File: config.mk
export PLATFORM = sky130hd
export DESIGN_NAME = or_unit_arbiter_flat
export DESIGN_NICKNAME = d
export VERILOG_FILES = /design/src/rtl/or_unit_arbiter_pkg.sv /design/src/rtl/or_unit_arbiter_if.sv /design/src/rtl/or_unit_arbiter_gate_unit.sv /design/src/rtl/or_unit_arbiter.sv /design/src/flat_wrapper.sv
export SDC_FILE = /design/constraint.sdc
export NUM_CORES = 1
export LEC_CHECK = 0
export ABC_AREA = 1
export BUFFER_PORTS_ARGS = -buffer_cell sky130_fd_sc_hd__buf_2
export CAP_MARGIN = 10
export CORE_UTILIZATION = 29
export DETAILED_ROUTE_END_ITERATION = 10
export PLACE_DENSITY = 0.53
export SLEW_MARGIN = 40
export SYNTH_ARGS = -nofsm -noshare
export SYNTH_HDL_FRONTEND = slang
export SYNTH_SLANG_ARGS = --single-unit
export TNS_END_PERCENT = 100
File: constraint.sdc
create_clock -name clk -period 3.57 [get_ports clk]
set_clock_uncertainty 0.1 [all_clocks]
set_input_delay 0.714 -clock clk [delete_from_list [all_inputs] [get_ports clk]]
set_output_delay 0.714 -clock clk [all_outputs]
set_load 0.1 [all_outputs]
File: src/rtl/or_unit_arbiter_pkg.sv
// ---------------------------------------------------------------------------
// or_arb_pkg
//   Shared definitions for the round-robin OR-unit arbiter:
//     - state_t   : FSM state encoding (IDLE=0, BUSY=1, DONE=2)
//     - MAX_N     : largest supported requester count
//     - IDX_W     : width of requester indices / the round-robin pointer
//     - rr_first_set() : rotating first-set search used to pick a winner
//   No ports (package). Configuration macro OR_ARB_FIXED_PRIO_EN is handled
//   in the top module; nothing here depends on it.
// ---------------------------------------------------------------------------
package or_arb_pkg;

    typedef enum logic [1:0] {
        ST_IDLE = 2'd0,
        ST_BUSY = 2'd1,
        ST_DONE = 2'd2
    } state_t;

    localparam int MAX_N = 8;
    localparam int IDX_W = 3;

    // Returns the index of the first set bit of req[n-1:0], starting the
    // search at ptr and walking upward modulo n. Only meaningful when at
    // least one of the low n bits is set; otherwise returns 0.
    function automatic logic [IDX_W-1:0] rr_first_set(
        input logic [MAX_N-1:0] req,
        input logic [IDX_W-1:0] ptr,
        input int               n
    );
        logic [IDX_W-1:0] win;
        logic             found;
        int               idx;
        win   = '0;
        found = 1'b0;
        for (int i = 0; i < MAX_N; i++) begin
            idx = (int'(ptr) + i) % n;
            if ((i < n) && !found && req[idx[IDX_W-1:0]]) begin
                win   = idx[IDX_W-1:0];
                found = 1'b1;
            end
        end
        return win;
    endfunction

endpackage

File: src/rtl/or_unit_arbiter_if.sv
// ---------------------------------------------------------------------------
// or_unit_arbiter_if
//   Request/response bundle between the requesters and the arbiter.
//   Parameters: N requesters, W-bit operands.
//   Signals:
//     req        N     request per requester, held until its resp_valid
//     op_a_flat  N*W   operand A, requester i at [i*W +: W]
//     op_b_flat  N*W   operand B, same packing
//     gnt        N     one-hot grant, high from grant through DONE
//     result     W     OR result, valid while resp_valid != 0, held otherwise
//     resp_valid N     one-hot single-cycle response pulse
//     busy       1     arbiter is not idle
//   Modports: master = requester side, slave = arbiter side.
// ---------------------------------------------------------------------------
interface or_unit_arbiter_if #(
    parameter int N = 4,
    parameter int W = 4
);
    logic [N-1:0]   req;
    logic [N*W-1:0] op_a_flat;
    logic [N*W-1:0] op_b_flat;
    logic [N-1:0]   gnt;
    logic [W-1:0]   result;
    logic [N-1:0]   resp_valid;
    logic           busy;

    modport master (
        output req, op_a_flat, op_b_flat,
        input  gnt, result, resp_valid, busy
    );

    modport slave (
        input  req, op_a_flat, op_b_flat,
        output gnt, result, resp_valid, busy
    );
endinterface

File: src/rtl/or_unit_arbiter_gate_unit.sv
// ---------------------------------------------------------------------------
// or_gate_unit
//   The shared W-bit OR resource. Operands are captured on load_i; on en_i
//   the registered OR of the captured operands is produced on y_o.
//   Ports:
//     clk     in   1   clock
//     load_i  in   1   capture a_i/b_i
//     a_i     in   W   operand A
//     b_i     in   W   operand B
//     en_i    in   1   register a|b of the captured operands
//     y_o     out  W   registered OR result
//   Datapath only: no reset, the arbiter never reads y_o before a load.
// ---------------------------------------------------------------------------
module or_gate_unit #(
    parameter int W = 4
) (
    input  logic         clk,
    input  logic         load_i,
    input  logic [W-1:0] a_i,
    input  logic [W-1:0] b_i,
    input  logic         en_i,
    output logic [W-1:0] y_o
);
    logic [W-1:0] a_q;
    logic [W-1:0] b_q;
    logic [W-1:0] y_q;

    always_ff @(posedge clk) begin
        if (load_i) begin
            a_q <= a_i;
            b_q <= b_i;
        end
        if (en_i) begin
            y_q <= a_q | b_q;
        end
    end

    assign y_o = y_q;
endmodule

File: src/rtl/or_unit_arbiter.sv
// ---------------------------------------------------------------------------
// or_unit_arbiter
//   Round-robin arbiter sharing one registered W-bit OR unit among N
//   requesters. Sequence per operation: IDLE (arbitrate, capture operands)
//   -> BUSY (OR unit computes) -> DONE (result registered, response pulse
//   queued) -> IDLE. Grant appears one cycle after the request is sampled
//   and the response/result three cycles after.
//   Parameters: N (2..8) requesters, W operand width.
//   Ports:
//     clk   in   system clock
//     rst   in   synchronous active-high reset, abandons any op in flight
//     bus   or_unit_arbiter_if.slave (req, operands, gnt, result,
//           resp_valid, busy)
//   Configuration:
//     OR_ARB_FIXED_PRIO_EN defined -> fixed priority, lowest index wins,
//     round-robin pointer held at 0. Ports and timing are unchanged.
// ---------------------------------------------------------------------------
module or_unit_arbiter
    import or_arb_pkg::*;
#(
    parameter int N = 4,
    parameter int W = 4
) (
    input  logic               clk,
    input  logic               rst,
    or_unit_arbiter_if.slave   bus
);
    localparam logic [IDX_W-1:0] LAST_IDX = IDX_W'(N - 1);

    state_t           state_q, state_d;
    logic [IDX_W-1:0] rr_ptr_q, rr_ptr_d;
    logic [IDX_W-1:0] win_q, win_d;
    logic [IDX_W-1:0] win_c;
    logic [N-1:0]     gnt_q, gnt_d;
    logic [N-1:0]     resp_q, resp_d;
    logic [W-1:0]     result_q, result_d;
    logic [MAX_N-1:0] req_ext;
    logic [W-1:0]     sel_a, sel_b;
    logic [W-1:0]     or_y;
    logic             load;
    logic             calc;

    function automatic logic [N-1:0] onehot(input logic [IDX_W-1:0] idx);
        logic [N-1:0] v;
        v = '0;
        for (int i = 0; i < N; i++) begin
            v[i] = (idx == IDX_W'(i));
        end
        return v;
    endfunction

    // Winner selection. With all pointers at 0 the rotating search reduces
    // to a lowest-index priority encoder, which is how fixed priority works.
    always_comb begin
        req_ext        = '0;
        req_ext[N-1:0] = bus.req;
        win_c          = rr_first_set(req_ext, rr_ptr_q, N);
    end

    // Operand mux for the winner; only consumed in IDLE when load is high.
    always_comb begin
        sel_a = '0;
        sel_b = '0;
        for (int i = 0; i < N; i++) begin
            if (win_c == IDX_W'(i)) begin
                sel_a = bus.op_a_flat[i*W +: W];
                sel_b = bus.op_b_flat[i*W +: W];
            end
        end
    end

    or_gate_unit #(.W(W)) u_gate (
        .clk    (clk),
        .load_i (load),
        .a_i    (sel_a),
        .b_i    (sel_b),
        .en_i   (calc),
        .y_o    (or_y)
    );

    always_comb begin
        state_d  = state_q;
        rr_ptr_d = rr_ptr_q;
        win_d    = win_q;
        gnt_d    = gnt_q;
        resp_d   = '0;
        result_d = result_q;
        load     = 1'b0;
        calc     = 1'b0;
        case (state_q)
            ST_IDLE: begin
                gnt_d = '0;
                if (|bus.req) begin
                    load    = 1'b1;
                    win_d   = win_c;
                    gnt_d   = onehot(win_c);
                    state_d = ST_BUSY;
                end
            end
            ST_BUSY: begin
                calc    = 1'b1;
                state_d = ST_DONE;
            end
            ST_DONE: begin
                // Response and result land together on the IDLE entry,
                // the same edge that drops the grant.
                result_d = or_y;
                resp_d   = onehot(win_q);
                gnt_d    = '0;
                rr_ptr_d = (win_q == LAST_IDX) ? '0 : win_q + IDX_W'(1);
                state_d  = ST_IDLE;
            end
            default: begin
                gnt_d   = '0;
                state_d = ST_IDLE;
            end
        endcase
`ifdef OR_ARB_FIXED_PRIO_EN
        rr_ptr_d = '0;
`endif
    end

    always_ff @(posedge clk) begin
        if (rst) begin
            state_q  <= ST_IDLE;
            rr_ptr_q <= '0;
            win_q    <= '0;
            gnt_q    <= '0;
            resp_q   <= '0;
            result_q <= '0;
        end else begin
            state_q  <= state_d;
            rr_ptr_q <= rr_ptr_d;
            win_q    <= win_d;
            gnt_q    <= gnt_d;
            resp_q   <= resp_d;
            result_q <= result_d;
        end
    end

    assign bus.gnt        = gnt_q;
    assign bus.resp_valid = resp_q;
    assign bus.result     = result_q;
    assign bus.busy       = (state_q != ST_IDLE);
endmodule

File: src/flat_wrapper.sv
// flat-port wrapper written by rule: the top's interface ports become plain ports
module or_unit_arbiter_flat import or_arb_pkg::*;
#(
    parameter int N = 4,
    parameter int W = 4
)
  (clk, rst, bus_req, bus_op_a_flat, bus_op_b_flat, bus_gnt, bus_result, bus_resp_valid, bus_busy);
  or_unit_arbiter_if #(.N(N), .W(W)) bus_i ();
  input  logic clk;
  input  logic rst;
  input wire logic [$bits(bus_i.req)-1:0] bus_req;
  input wire logic [$bits(bus_i.op_a_flat)-1:0] bus_op_a_flat;
  input wire logic [$bits(bus_i.op_b_flat)-1:0] bus_op_b_flat;
  output wire logic [$bits(bus_i.gnt)-1:0] bus_gnt;
  output wire logic [$bits(bus_i.result)-1:0] bus_result;
  output wire logic [$bits(bus_i.resp_valid)-1:0] bus_resp_valid;
  output wire logic [$bits(bus_i.busy)-1:0] bus_busy;
  assign bus_i.req = bus_req;
  assign bus_i.op_a_flat = bus_op_a_flat;
  assign bus_i.op_b_flat = bus_op_b_flat;
  assign bus_gnt = bus_i.gnt;
  assign bus_result = bus_i.result;
  assign bus_resp_valid = bus_i.resp_valid;
  assign bus_busy = bus_i.busy;
  or_unit_arbiter #(.N(N), .W(W)) u_core (.clk(clk), .rst(rst), .bus(bus_i));
endmodule
==> results.tsv <==
stage	metric	value	unit
global_routing	wire length of the first global-routing pass	5510	µm
yosys	syn_nets	240	
yosys	cell types with the largest area share after synthesis	dfxtp_1, edfxtp_1, nand2_1	
final_layout	number of nets at the end of the flow	293	
final_layout	Finished Core Util	0.370	
clock_tree	maximum root-to-sink buffer count	2	
final_layout	leading cell type in the layout, fill and taps excluded	buf_2	
clock_tree	# H-tree levels	2	
global_routing	vias in the first global route	1257	
sta	final number of max-transition violations	0	
yosys	count of state elements after synthesis	30	
setup_path	cells traversed along the worst timing path	nand2_1 > nand2_2 > nand2_1 > nand2_2 > nor2_4 > nand2_1 > nand3_2 > nor2_4 > nand2_1 > nand4_1	
global_routing	GR met2 Demand/Resource	0.176	
die	Die Span Y	77.7	µm
drt	remaining routing DRC violations	0	
final_layout	layout filler cell count	573	
power	static leakage	0.000985	µW
yosys	Mapped Area	1660	µm²
yosys	share of synthesized flip-flops with an asynchronous set or reset	0	
setup_path	maximum fanout encountered on the critical timing path	20	
final_layout	share of cells above drive strength 1	0.357	
die	overall die area	6030	µm²
global_routing	maximum number of pins on one net before global-route repair	21	
die	horizontal die dimension	77.7	µm
yosys	number of enable-type register cells in the synthesized netlist	12	
placement	placer congestion estimate	0.772	
die	starting density of the core	0.302	
setup_path	family with the most delay on the worst path	simple AND/OR/NAND/NOR gates	
worst_hold_path	Min-Delay Path Depth	2	
final_layout	antenna cells	0	
drt	WL final	3320	µm
clock_tree	number of CTS-inserted buffers	5	
sta	upper clock frequency limit	419	MHz
sta	post-layout minimum cycle time	2390	ps
final_layout	Layout Cell Area excl Fill	2040	µm²
final_layout	commonest cells after routing, fill and taps aside	buf_2, nand2_1, nand3_1	
power	worst-case vdd ir drop	0.000150	V
drt	DR pass1 iterations	4	
setup_path	r2r endpoint	u_core.u_gate.b_q[2]	
clock_tree	post-CTS setup buffer count	0	
sta	setup TNS	0	ps
sta	Final Hold Vio Count	0	
placement	count of input and output buffers	50	
setup_path	type of element capturing the critical path	register	
drt	total via count in the routed design	1429	
yosys	sequential-to-total area share from yosys stat	0.434	
sta	slew margin rel.	0.651	
placement	placed instance area	1950	µm²
setup_path	worst reg-to-reg setup slack	1180	ps
yosys	Synth top area share	0.217	
die	FP Rows	27	
yosys	Distinct cells, synth	26	
setup_path	reg2reg path depth	10	
clock_tree	post-cts gate resize count	0	
sta	worst path setup slack after routing	1180	ps
global_routing	most utilized layer in the global route result	met2	
placement	Worst Setup Slack post-DPL	1070	ps
setup_path	Bufs and invs on worst path	0	
clock_tree	Root Buffer Master	clkbuf_8	
setup_path	critical path arrival	2420	ps
power	total chip power	1050	µW
setup_path	data required time of the critical path	3610	ps
worst_hold_path	startpoint of the most critical hold path	u_core.bus.gnt[0]	
global_routing	gr ovfl total	0	
clock_tree	TritonCTS clock tree	done	
drt	number of nets with antenna violations after detailed routing	0	
setup_path	Setup Crit Path Kind	reg2reg	
worst_hold_path	type of the worst min-delay path	reg2reg	
yosys	number of instances in the synthesized netlist	198	
clock_tree	hold bufs inserted after CTS	0	
global_routing	GR Util All Layers	0.115	
setup_path	Critical Path Max Stage Delay	650	ps
global_routing	antenna violations before repair	0	
clock_tree	clock latency of the later-clocked register in the worst-skew pair	270	ps
yosys	leading register cell type out of synthesis	dfxtp_1	
setup_path	cell mode on critical path	nand2_1	
job	max-cap viol count	0	
setup_path	r2r startpoint	u_core.rr_ptr_q[0]	
yosys	average instance area after synthesis	8.39	µm²
yosys	yosys synthesis warning count	0	
sta	share of the clock period used by the worst path after layout	0.669	
global_routing	GRT met3 Usage	0.0412	
drt	post-DR wirelength/cell	10.3	µm
yosys	cell type with the largest total area after synthesis	dfxtp_1	
final_layout	Synth-to-Final Area Change	22.8	%
drt	drt via density	4.41	
sta	final number of setup-violating endpoints	0	
drt	iteration-0 DRC count of the detailed router	36	
sta	RSZ-0062 raised after global routing	false	
outcome	result of the run	complete, no violations	
placement	post-detailed-placement half-perimeter wirelength	2580	µm
die	Top-Level Pins	51	
setup_path	slowest stage cell, crit path	dfxtp_1	
worst_hold_path	endpoint of the worst hold-timing path	u_core.bus.gnt[0]	
global_routing	met1 Use GR	0.152	
clock_tree	Clock transition at path regs	60	ps
die	core outline area	5510	µm²
setup_path	element type at the critical path start	register	
sta	Slew @ Worst Pin	522	ps
power	ratio of total power to cell area	513	nW/µm²
clock_tree	number of clock sinks	30	
registers in the layout, indices dropped and copies added (netlist names):
name,flops
u_core.bus.resp_valid,4
u_core.state_q,2
u_core.rr_ptr_q,2
u_core.win_q,2
u_core.u_gate.a_q,4
u_core.u_gate.y_o,4
u_core.bus.gnt,4
u_core.bus.result,4
u_core.u_gate.b_q,4
cell usage after synthesis (2+ instances only):
cell	n
nand2_1	43
nand3_1	24
dfxtp_1	18
inv_1	18
nor2_1	18
edfxtp_1	12
nand3_2	10
nand4_1	8
o21ai_0	8
nand2_2	7
a21oi_1	4
ha_1	4
nand2_4	4
or2_2	4
buf_6	3
inv_2	2
nor2_4	2
final cells by class:
class / instances / area (µm²) / area share
inverter: 21 / 86.3 / 0.0423
multi-input combinational: 142 / 795 / 0.390
sequential: 30 / 721 / 0.353
timing repair buffer: 51 / 258 / 0.126
tap: 72 / 90.1 / 0.0442
clock buffer: 8 / 90.1 / 0.0442
worst min-delay path: cells and delay by family (launching register included):
family,cells,cell delay [ps]
flops,1,310
simple gates,2,100
stage by stage:
stage	hold slack [ps]	instances
floorplan	347	198
global placement	337	316
detailed placement	336	316
CTS	350	324
global route	362	324
finish	347	324
kinds of logic (layout without fill, tap and decap cells):
kind of cell	count (synthesis)	after routing	share of synthesized area
compound gates	16	16	0.0580
fa+ha+maj	4	4	0.0301
buf+inv	26	80	0.0874
flops	30	30	0.434
simple gates	122	122	0.390
power breakdown:
part	leakage, µW	internal (µW)	switching [µW]
logic	0.000676	96.5	239
clock network	0.0000455	157	115
registers	0.000264	420	17.1
total	0.000985	674	372
how the worst max path moves through the flow:
stage / startpoint / to / slack [ps] / depth (start not counted)
2_1_floorplan: u_core.state_q[0] / u_core.bus.gnt[0] / 1520 / 7
3_3_place_gp: bus_req[2] / u_core.u_gate.b_q[3] / 1100 / 11
3_5_place_dp: bus_req[3] / u_core.u_gate.a_q[3] / 1070 / 11
4_1_cts: u_core.rr_ptr_q[0] / u_core.u_gate.a_q[3] / 1140 / 10
5_1_grt: u_core.rr_ptr_q[0] / u_core.u_gate.b_q[2] / 940 / 10
6_report: u_core.rr_ptr_q[0] / u_core.u_gate.b_q[2] / 1180 / 10
routing by layer:
| metal | vias up | wire length (µm) |
|---|---|---|
| met3 | 4 | 203 |
| met2 | 46 | 1380 |
| met1 | 618 | 1700 |
| li1 | 761 | - |
| met5 | - | 0 |
| met4 | 0 | 34 |
Power figures use the tool's default switching activity.
